### config.mk
export PLATFORM = sky130hd
export DESIGN_NAME = vga_sync_decoder
export DESIGN_NICKNAME = d
export VERILOG_FILES = /design/src/rtl/vga_sync_decoder_pkg.sv /design/src/rtl/vga_sync_decoder_sync_edge.sv /design/src/rtl/vga_sync_decoder.sv
export SDC_FILE = /design/constraint.sdc
export NUM_CORES = 1
export LEC_CHECK = 0
export CAP_MARGIN = 20
export CORE_MARGIN = 2
export CORE_UTILIZATION = 50
export CTS_BUF_LIST = sky130_fd_sc_hd__clkbuf_4 sky130_fd_sc_hd__clkbuf_8
export CTS_CLUSTER_DIAMETER = 40
export DETAILED_ROUTE_END_ITERATION = 6
export GPL_ROUTABILITY_DRIVEN = 0
export GPL_TIMING_DRIVEN = 1
export PLACE_DENSITY = 0.85
export SKIP_LAST_GASP = 1
export SLEW_MARGIN = 40
export SYNTH_ARGS = -nofsm -noshare
export SYNTH_HDL_FRONTEND = slang
export SYNTH_SLANG_ARGS = --single-unit
### constraint.sdc
create_clock -name clk -period 3.6 [get_ports clk]
set_clock_uncertainty 0.2 [all_clocks]
set_input_delay 0.72 -clock clk [delete_from_list [all_inputs] [get_ports clk]]
set_output_delay 0.72 -clock clk [all_outputs]
set_load 0.01 [all_outputs]
### src/rtl/vga_sync_decoder_pkg.sv
// Shared VGA timing defaults, decoder FSM encoding and sync helpers.
// Defaults match the 640x480@60Hz timing generator.
package vga_sync_decoder_pkg;

  localparam int H_VISIBLE_DEF     = 640;
  localparam int H_FRONT_PORCH_DEF = 16;
  localparam int H_SYNC_PULSE_DEF  = 96;
  localparam int H_WHOLE_LINE_DEF  = 800;
  localparam int V_VISIBLE_DEF     = 480;
  localparam int V_FRONT_PORCH_DEF = 10;
  localparam int V_SYNC_PULSE_DEF  = 2;
  localparam int V_WHOLE_FRAME_DEF = 525;
  localparam int LOCK_FRAMES_DEF   = 2;

  typedef enum logic [1:0] {
    ST_SEARCH = 2'd0,
    ST_ALIGN  = 2'd1,
    ST_VERIFY = 2'd2,
    ST_LOCKED = 2'd3
  } state_t;

  function automatic int sync_start(
    input int vis,
    input int fp
  );
    return vis + fp;
  endfunction

  function automatic int sync_end(
    input int vis,
    input int fp,
    input int pulse
  );
    return vis + fp + pulse;
  endfunction

endpackage

### src/rtl/vga_sync_decoder_sync_edge.sv
// One-bit sync sampler; compares the new sample with the registered one.
// Idles high so reset release never reports a phantom falling edge.
module vga_sync_decoder_sync_edge (
  input  logic clk,
  input  logic rst_n,
  input  logic i_d,
  output logic o_fall,
  output logic o_rise
);

  logic r_q;

  always_ff @(posedge clk or negedge rst_n) begin
    if (!rst_n) begin
      r_q <= 1'b1;
    end else begin
      r_q <= i_d;
    end
  end

  assign o_fall = r_q & ~i_d;
  assign o_rise = ~r_q & i_d;

endmodule

### src/rtl/vga_sync_decoder.sv
// Rebuilds column/row/visible from active-low hsync/vsync and
// tracks timing lock with a SEARCH/ALIGN/VERIFY/LOCKED FSM.
module vga_sync_decoder
  import vga_sync_decoder_pkg::*;
#(
  parameter int H_VISIBLE     = H_VISIBLE_DEF,
  parameter int H_FRONT_PORCH = H_FRONT_PORCH_DEF,
  parameter int H_SYNC_PULSE  = H_SYNC_PULSE_DEF,
  parameter int H_WHOLE_LINE  = H_WHOLE_LINE_DEF,
  parameter int V_VISIBLE     = V_VISIBLE_DEF,
  parameter int V_FRONT_PORCH = V_FRONT_PORCH_DEF,
  parameter int V_SYNC_PULSE  = V_SYNC_PULSE_DEF,
  parameter int V_WHOLE_FRAME = V_WHOLE_FRAME_DEF,
  parameter int LOCK_FRAMES   = LOCK_FRAMES_DEF
) (
  input  logic       clk,
  input  logic       reset,
  input  logic       hsync,
  input  logic       vsync,
  output logic [9:0] column,
  output logic [9:0] row,
  output logic       visible,
  output logic       locked,
  output logic       sync_error
);

  localparam logic [9:0] HSS = 10'(sync_start(
    H_VISIBLE, H_FRONT_PORCH));
  localparam logic [9:0] HSE = 10'(sync_end(
    H_VISIBLE, H_FRONT_PORCH, H_SYNC_PULSE));
  localparam logic [9:0] VSS = 10'(sync_start(
    V_VISIBLE, V_FRONT_PORCH));
  localparam logic [9:0] VSE = 10'(sync_end(
    V_VISIBLE, V_FRONT_PORCH, V_SYNC_PULSE));
  localparam logic [9:0] H_LAST = 10'(H_WHOLE_LINE - 1);
  localparam logic [9:0] V_LAST = 10'(V_WHOLE_FRAME - 1);
  localparam logic [9:0] H_VIS  = 10'(H_VISIBLE);
  localparam logic [9:0] V_VIS  = 10'(V_VISIBLE);
  localparam logic [3:0] LOCK_N = 4'(LOCK_FRAMES);

  state_t     r_state;
  logic [9:0] r_col;
  logic [9:0] r_row;
  logic [3:0] r_clean;
  logic       r_locked;
  logic       r_err;

  logic       w_hfall;
  logic       w_hrise;
  logic       w_vfall;
  logic       w_vrise;
  logic       w_wrap;
  logic       w_check;
  logic       w_err;
  logic [9:0] w_pcol;
  logic [9:0] w_prow;
  logic [9:0] w_ncol;
  logic [9:0] w_nrow;
  logic [3:0] w_clean_nx;

  vga_sync_decoder_sync_edge u_hedge (
    .clk    (clk),
    .rst_n  (reset),
    .i_d    (hsync),
    .o_fall (w_hfall),
    .o_rise (w_hrise)
  );

  vga_sync_decoder_sync_edge u_vedge (
    .clk    (clk),
    .rst_n  (reset),
    .i_d    (vsync),
    .o_fall (w_vfall),
    .o_rise (w_vrise)
  );

  // Predicted position of the incoming sample, before any forcing.
  always_comb begin
    w_wrap = (r_col == H_LAST);
    w_pcol = w_wrap ? '0 : r_col + 10'd1;
    w_prow = r_row;
    if (w_wrap) begin
      w_prow = (r_row == V_LAST) ? '0 : r_row + 10'd1;
    end
  end

  always_comb begin
    w_check = (r_state == ST_VERIFY) ||
              (r_state == ST_LOCKED);
    w_err   = 1'b0;
    if (w_check) begin
      w_err = (w_hfall && (w_vfall || w_pcol != HSS)) ||
              (w_hrise && w_pcol != HSE) ||
              (w_vfall && (w_prow != VSS || w_pcol != '0)) ||
              (w_vrise && (w_prow != VSE || w_pcol != '0));
    end
  end

  always_comb begin
    w_ncol = w_pcol;
    w_nrow = w_prow;
    if (r_state == ST_SEARCH) begin
      w_ncol = w_hfall ? HSS : '0;
      w_nrow = '0;
    end else if (w_vfall) begin
      w_ncol = '0;
      w_nrow = VSS;
    end else if (w_hfall) begin
      w_ncol = HSS;
    end
  end

  assign w_clean_nx = r_clean + 4'd1;

  always_ff @(posedge clk or negedge reset) begin
    if (!reset) begin
      r_state  <= ST_SEARCH;
      r_col    <= '0;
      r_row    <= '0;
      r_clean  <= '0;
      r_locked <= 1'b0;
      r_err    <= 1'b0;
    end else begin
      r_col    <= w_ncol;
      r_row    <= w_nrow;
      r_err    <= w_err;
      r_locked <= (r_state == ST_LOCKED);
      unique case (r_state)
        ST_SEARCH: begin
          if (w_hfall) r_state <= ST_ALIGN;
        end
        ST_ALIGN: begin
          if (w_vfall) begin
            r_state <= ST_VERIFY;
            r_clean <= '0;
          end
        end
        ST_VERIFY: begin
          if (w_err) begin
            r_state <= ST_ALIGN;
          end else if (w_vfall) begin
            r_clean <= w_clean_nx;
            if (w_clean_nx == LOCK_N) r_state <= ST_LOCKED;
          end
        end
        ST_LOCKED: begin
          if (w_err) r_state <= ST_ALIGN;
        end
        default: r_state <= ST_SEARCH;
      endcase
    end
  end

  assign column     = r_col;
  assign row        = r_row;
  assign locked     = r_locked;
  assign sync_error = r_err;
  assign visible    = r_locked && (r_col < H_VIS) &&
                      (r_row < V_VIS);

endmodule

# Word level (Yosys, flattened, before mapping)
# Index checks and enable logic that the tools add are counted.
# Widths: inputs -> output; s select.
# totals
reg_bits,30
inputBits,4
out_inout_bits,23
wordCells,77
# op_classes
n_addsub,3
magnitude_cmp,2
n_eq_ne,17
n_mux,21
bitwise,8
reduce_logical,18
# op_table
operator,count
$mux 10,9
$add 10x1->10 const B,2
$eq 10x10->1 const B,2
$ne 10x10->1 const B,2
$ne 10x9->1 const B,2
$mux 2,6
$mux 4,3
$lt 10x10->1 const B,1
$lt 10x9->1 const B,1
$ne 2x2->1 const B,5
$reduce_bool 10->1,1
$pmux 2 s4,1
$pmux 4 s2,1
$logic_or 1x1->1,7
$logic_and 1x1->1,6
$reduce_and 5->1,1
$add 4x1->4 const B,1
$and 1x1->1,4
$eq 2x2->1 const B,2
$eq 4x2->1 const B,1
$not 1->1,4
$reduce_and 4->1,1
$ne 3x2->1 const B,1
$ne 3x3->1 const B,1
4 further kinds,4

# Depth between registers and ports, before layout
# logic_depth
depth_word,11
mapped_depth,11
mapped_depth_nobuf,10

# Modules after synthesis
# Synthesis repeated with hierarchy kept, for this count alone.
# unflattened
hier_cells,277
hier_area_um2,2364.8
# by_module_without_submodules
module,instances,cells_each,area_each_um2,seq_area_each_um2
vga_sync_decoder,1,271,2282.2,700.7
vga_sync_decoder_sync_edge,2,3,41.3,26.3

# Least setup slack after synthesis
# OpenSTA, ideal clock, no wires.
# synth_timing
path_kind,reg2reg
start,register r_col[0] (netlist: column[0])
end,register r_state[1]
setup_ns,0.121
arrival_time_ns,3.039
required_time_ns,3.279
setup_slack_ns,0.240
stages_incl_launch_ff,12
path_buffers,2
period_less_slack_ns,3.360
cell_sequence,dfrtp_1 ha_1 and4_1 buf_4 nand3_2 buf_6 a211o_1 a21boi_1 or4b_4 o31a_1 o41a_1 o22a_1
# synth_via
elab_chain_len,11
word_cells_on_any_way,26
classes_between,add/sub: 1; eq/ne: 8; mux: 5; reduce/logical: 12
# synth_lines
item,line_no,rtl
"start, declared",vga_sync_decoder.sv:42,logic [9:0] r_col;
"start signal, assigned",vga_sync_decoder.sv:124,r_col <= w_ncol;
$add 10x1->10 or $eq 10x10->1 (tied branches),"vga_sync_decoder.sv:80, vga_sync_decoder.sv:79",
$mux 10,vga_sync_decoder.sv:80,w_pcol = w_wrap ? '0 : r_col + 10'd1;
$ne 10x10->1,vga_sync_decoder.sv:92,w_err = (w_hfall && (w_vfall || w_pcol != HSS)) ||
$logic_or 1x1->1,vga_sync_decoder.sv:92,
$logic_and 1x1->1,vga_sync_decoder.sv:92,
$logic_or 1x1->1,vga_sync_decoder.sv:92,
$logic_or 1x1->1,vga_sync_decoder.sv:93,(w_hrise && w_pcol != HSE) ||
$logic_or 1x1->1 (*),vga_sync_decoder.sv:94,(w_vfall && (w_prow != VSS || w_pcol != '0)) ||
$mux 1 (*),vga_sync_decoder.sv:91,if (w_check) begin
"$ne 3x2->1 (no source line), or another cell as far along",--,
$reduce_and 5->1 (no source line) or $pmux 2 s4 (tied branches),--,
"end signal, assigned",vga_sync_decoder.sv:117,r_state <= ST_SEARCH;
"end signal, assigned",vga_sync_decoder.sv:130,if (w_hfall) r_state <= ST_ALIGN;
"end signal, assigned",vga_sync_decoder.sv:134,r_state <= ST_VERIFY;
"end, declared",vga_sync_decoder.sv:41,state_t r_state;
# Mark *: on every way between the ends. The rest lies on a longest branch, timed or not.
# A chain may end at the register's enable or synchronous reset.

# Final worst setup path
# layout_timing
start,register r_col[6] (netlist: column[6])
end,register r_state[1]
# Same word-level chain as after synthesis.

==> impl_results.md <==
* ANT nets after route at 0
* Tightest Hold Check Type: reg -> reg
* PwrDens at 616 nW/µm²
* Post-layout net count at just under 300
* Worst Path Arrival at about 3.4 ns
* Outcome: finished clean
* FMAX at just under 300 MHz
* Net Switching at between 600 and 700 µW
* Avg WL per Cell at between 15 and 20 µm
* M3 GR Usage at 0.0684
* CTS Sinks at 30
* Met2 Use GR at 0.371
* CTS hold repair buffers at 0
* Worst-Skew Late Latency at roughly 0.29 ns
* Area after DPL at around 2500 µm²
* CTS H-Tree Depth at 2
* Most used flip-flop cell after synthesis: dfrtp_1
* Synth area leader: dfrtp_1
* CTS Root Buffer Type: clkbuf_8
* Mean Syn Cell Area at slightly below 9 µm²
* # setup viols final at 0
* Critical path class: reg -> reg
* Synthesized cell area at around 2200 µm²
* Layout cell share with drive strength beyond 1 at 0.125
* Final Instance Area at between 2000 and 3000 µm²
* Top cell type's share of synthesized area at 0.312
* Register bit total from synthesis at 30
* Die ar. at 5050 µm²
* Initial DRC count at ~200
* Cell internal pwr at just under 1 mW
* Max transition margin at 0.608
* Slowest cell delay on critical path at approximately 0.53 ns
* CTS tree: yes
* Die Height at between 70 and 80 µm
* Final Hold Slack at between 0.3 and 0.4 ns
* Initial antenna violation count at 0
* WL final at around 5600 µm
* Fin. Hold Viols at 0
* Slew of the pin with the lowest slew margin at just under 0.6 ns
* Asr flop ratio synth at 1.00
* Setup TNS at 0 ns
* Total CTS buffers at 5
* Final Slew Violations at 0
* VDD IR max at between 0.4 and 0.5 mV
* Flop pwr share at 0.353
* Tot GR Track Use at 0.234
* Top cells by area, synth: dfrtp_1 31%, ha_1 6.1%, o21ai_0 3.3%, nor2_1 3.0%, nand2_1 2.8%
* Site Rows at 24
* Largest net degree at the start of global routing at 31
* CTS clk-pin slew, worst paths at ~0.060 ns
* Crit path max fanout at 8
* Ys Warns at 0
* First-pass GRT wire length at between 9000 and 10000 µm
* Via count at 2091
* Worst path bufs/invs at 1
* Kind of end point of the critical path: flip-flop
* Seq/Total Area, Yosys at 0.335
* Crit-path slowest cell: or4b_4
* Initial Util at 0.516
* Global-route met1 utilization at 0.303
* Fillers at ~370
* Post-route setup slack at around 0.17 ns
* LEAKAGE at slightly above 1 nW
* CP delay by family, top: simple AND/OR/NAND/NOR gates
* Min cycle time layout at ~3.4 ns
* Crit path cell chain: nor4b_4 > buf_4 > and3_2 > o211ai_1 > and2_0 > or4b_4 > o31a_1 > o41a_1 > o22a_1
* Syn Nets at between 200 and 300
* Vias in the first global route at 1980
* Syn-to-layout area delta at 17.3%
* Fin crit share at 0.953
* Max Cap Viol at 0
* Final global-route overflow total at 0
* Clock Path Buffers at 2
* DRC at 0
* Clk pwr share at 0.177
* Die W at 71.0 µm
* Netlist cell types at 67
* IO Pins at 27
* Pre-CTS setup slack at between 0.1 and 0.15 ns
* Vias per std cell at between 6 and 7
* WP data required at ~3.6 ns
* Critical Path Source Type: flip-flop
* GRT busiest layer: met2
* Post-synthesis cell count at around 250
* Logic pwr share at 0.470
* DPL Wire Length at between 4000 and 5000 µm
* Ant diodes at 0
* DRT Pass-1 Iters at 4
* Core Box Area at 4350 µm²
* Port bufs at 26
* EDFF count, synth at 0
* Switching Share at 0.396
* RSZ-0062 raised after global routing: false
-- through the flow --
| step | cells | total power, mW | utilization |
|---|---|---|---|
| after global routing | 333 | 1.73 | 0.605 |
| after detailed placement | 323 | 1.31 | 0.578 |
| after global placement | 323 | 1.28 | 0.578 |
| after CTS | 331 | 1.60 | 0.600 |
| after floorplan | 251 | 1.01 | - |
| final | 333 | 1.62 | 0.605 |
-- cells in the final DEF (no fill, tap or decap), drive strengths merged, types with 2 or more instances in the layout --
master,n
dfrtp,28
o211ai,3
xnor2,6
nand4,7
mux2i,2
a21boi,2
ha,11
nand3b,2
a22o,2
nand3,9
o31ai,2
or2b,3
or4b,2
and4,3
clkdlybuf4s50,26
a21oi,12
nand2b,6
o21ai,15
o22ai,3
clkbuf,7
nor4,6
nor2b,4
nor3,6
a31oi,9
and3,5
nand4b,2
nand2,17
o21a,4
nor4bb,2
xor2,4
or3,6
a221oi,2
buf,10
and2,7
dfstp,2
inv,7
nor2,18
or4,3
-- final timing paths --
check | slack, ns | cells after the start | startpoint | to
min | 0.38 | 2 | column[0] | column[0]
min in group asynchronous | 0.62 | 2 | reset | row[4]
max reg2reg | 0.17 | 9 | column[6] | r_state[1]
max in group asynchronous | 2.25 | 2 | reset | u_hedge.r_q
max | 0.17 | 9 | column[6] | r_state[1]
min reg2reg | 0.38 | 2 | column[0] | column[0]
-- power by group through the flow --
stage          Clock, mW  Sequential (mW)  Combinational (mW)
2_1_floorplan          0            0.576               0.438
3_3_place_gp           0            0.564               0.719
3_5_place_dp           0            0.574               0.732
4_1_cts            0.294            0.568               0.739
5_1_grt            0.310            0.585               0.837
6_report           0.287            0.572               0.763
-- Yosys cell counts, types with 2 or more instances --
| cell | n |
|---|---|
| o21ai_0 | 15 |
| ha_1 | 11 |
| and3_2 | 2 |
| xor2_1 | 4 |
| o211ai_1 | 3 |
| nand3_1 | 8 |
| nor4_1 | 6 |
| and4_1 | 2 |
| buf_4 | 3 |
| or3_1 | 5 |
| buf_6 | 5 |
| xnor2_1 | 6 |
| nand3b_1 | 2 |
| o21a_1 | 4 |
| nor3_1 | 6 |
| nand2_1 | 17 |
| nor4bb_1 | 2 |
| nand4_1 | 7 |
| and2_1 | 6 |
| buf_2 | 2 |
| a31oi_1 | 9 |
| nor2b_1 | 4 |
| dfstp_2 | 2 |
| nand2b_1 | 6 |
| nor2_1 | 18 |
| a221oi_1 | 2 |
| a21oi_1 | 12 |
| inv_1 | 7 |
| o22ai_1 | 3 |
| or4_1 | 2 |
| mux2i_1 | 2 |
| or2b_1 | 2 |
| nand4b_1 | 2 |
| clkbuf_1 | 2 |
| dfrtp_1 | 28 |
| and3_1 | 3 |
-- cells by family after synthesis --
| kind of cell | Yosys count | synth area share |
|---|---|---|
| and+or+nand+nor | 111 | 0.296 |
| AOI/OAI and AO/OA | 66 | 0.197 |
| DFF | 30 | 0.335 |
| buffers and inverters | 21 | 0.0635 |
| adders and majority gates | 11 | 0.0612 |
| xor gates and xnor gates | 10 | 0.0390 |
| muxes | 2 | 0.00891 |
-- routing by layer --
layer  routed length [µm]  part of all wire  vias to the layer above
li1                     -                 -                      995
met2                 2670              0.48                      105
met4                  123             0.022                        0
met1                 2350              0.42                      976
met5                    0                 0                        -
met3                  451             0.081                       15
-- final cells by class --
| class | count | area [µm²] | area share |
|---|---|---|---|
| clock buffer | 7 | 90.1 | 0.0342 |
| clock inverter | 1 | 5.00 | 0.00190 |
| inverter | 7 | 26.3 | 0.00997 |
| multi-input combinational | 200 | 1360 | 0.516 |
| sequential | 30 | 753 | 0.286 |
| tap | 52 | 65.1 | 0.0247 |
| timing repair buffer | 36 | 335 | 0.127 |
-- worst register-to-register path: stages (launching register included) --
cell and delay [ns]:
dfrtp_1 0.49, nor4b_4 0.38, buf_4 0.17, and3_2 0.26
o211ai_1 0.13, and2_0 0.18, or4b_4 0.53, o31a_1 0.35
o41a_1 0.42, o22a_1 0.21
-- state kept, by name (all words and copies together) (netlist names) --
register     cells
u_vedge.r_q      1
r_state          2
u_hedge.r_q      1
locked           1
column          10
sync_error       1
r_clean          4
row             10
-- repair_timing --
action,CTS,global route
setup buffers,0,2
endpoints found under the setup margin,0,3
resized for setup,0,3
No activity file was read; power rests on OpenSTA's default activity.
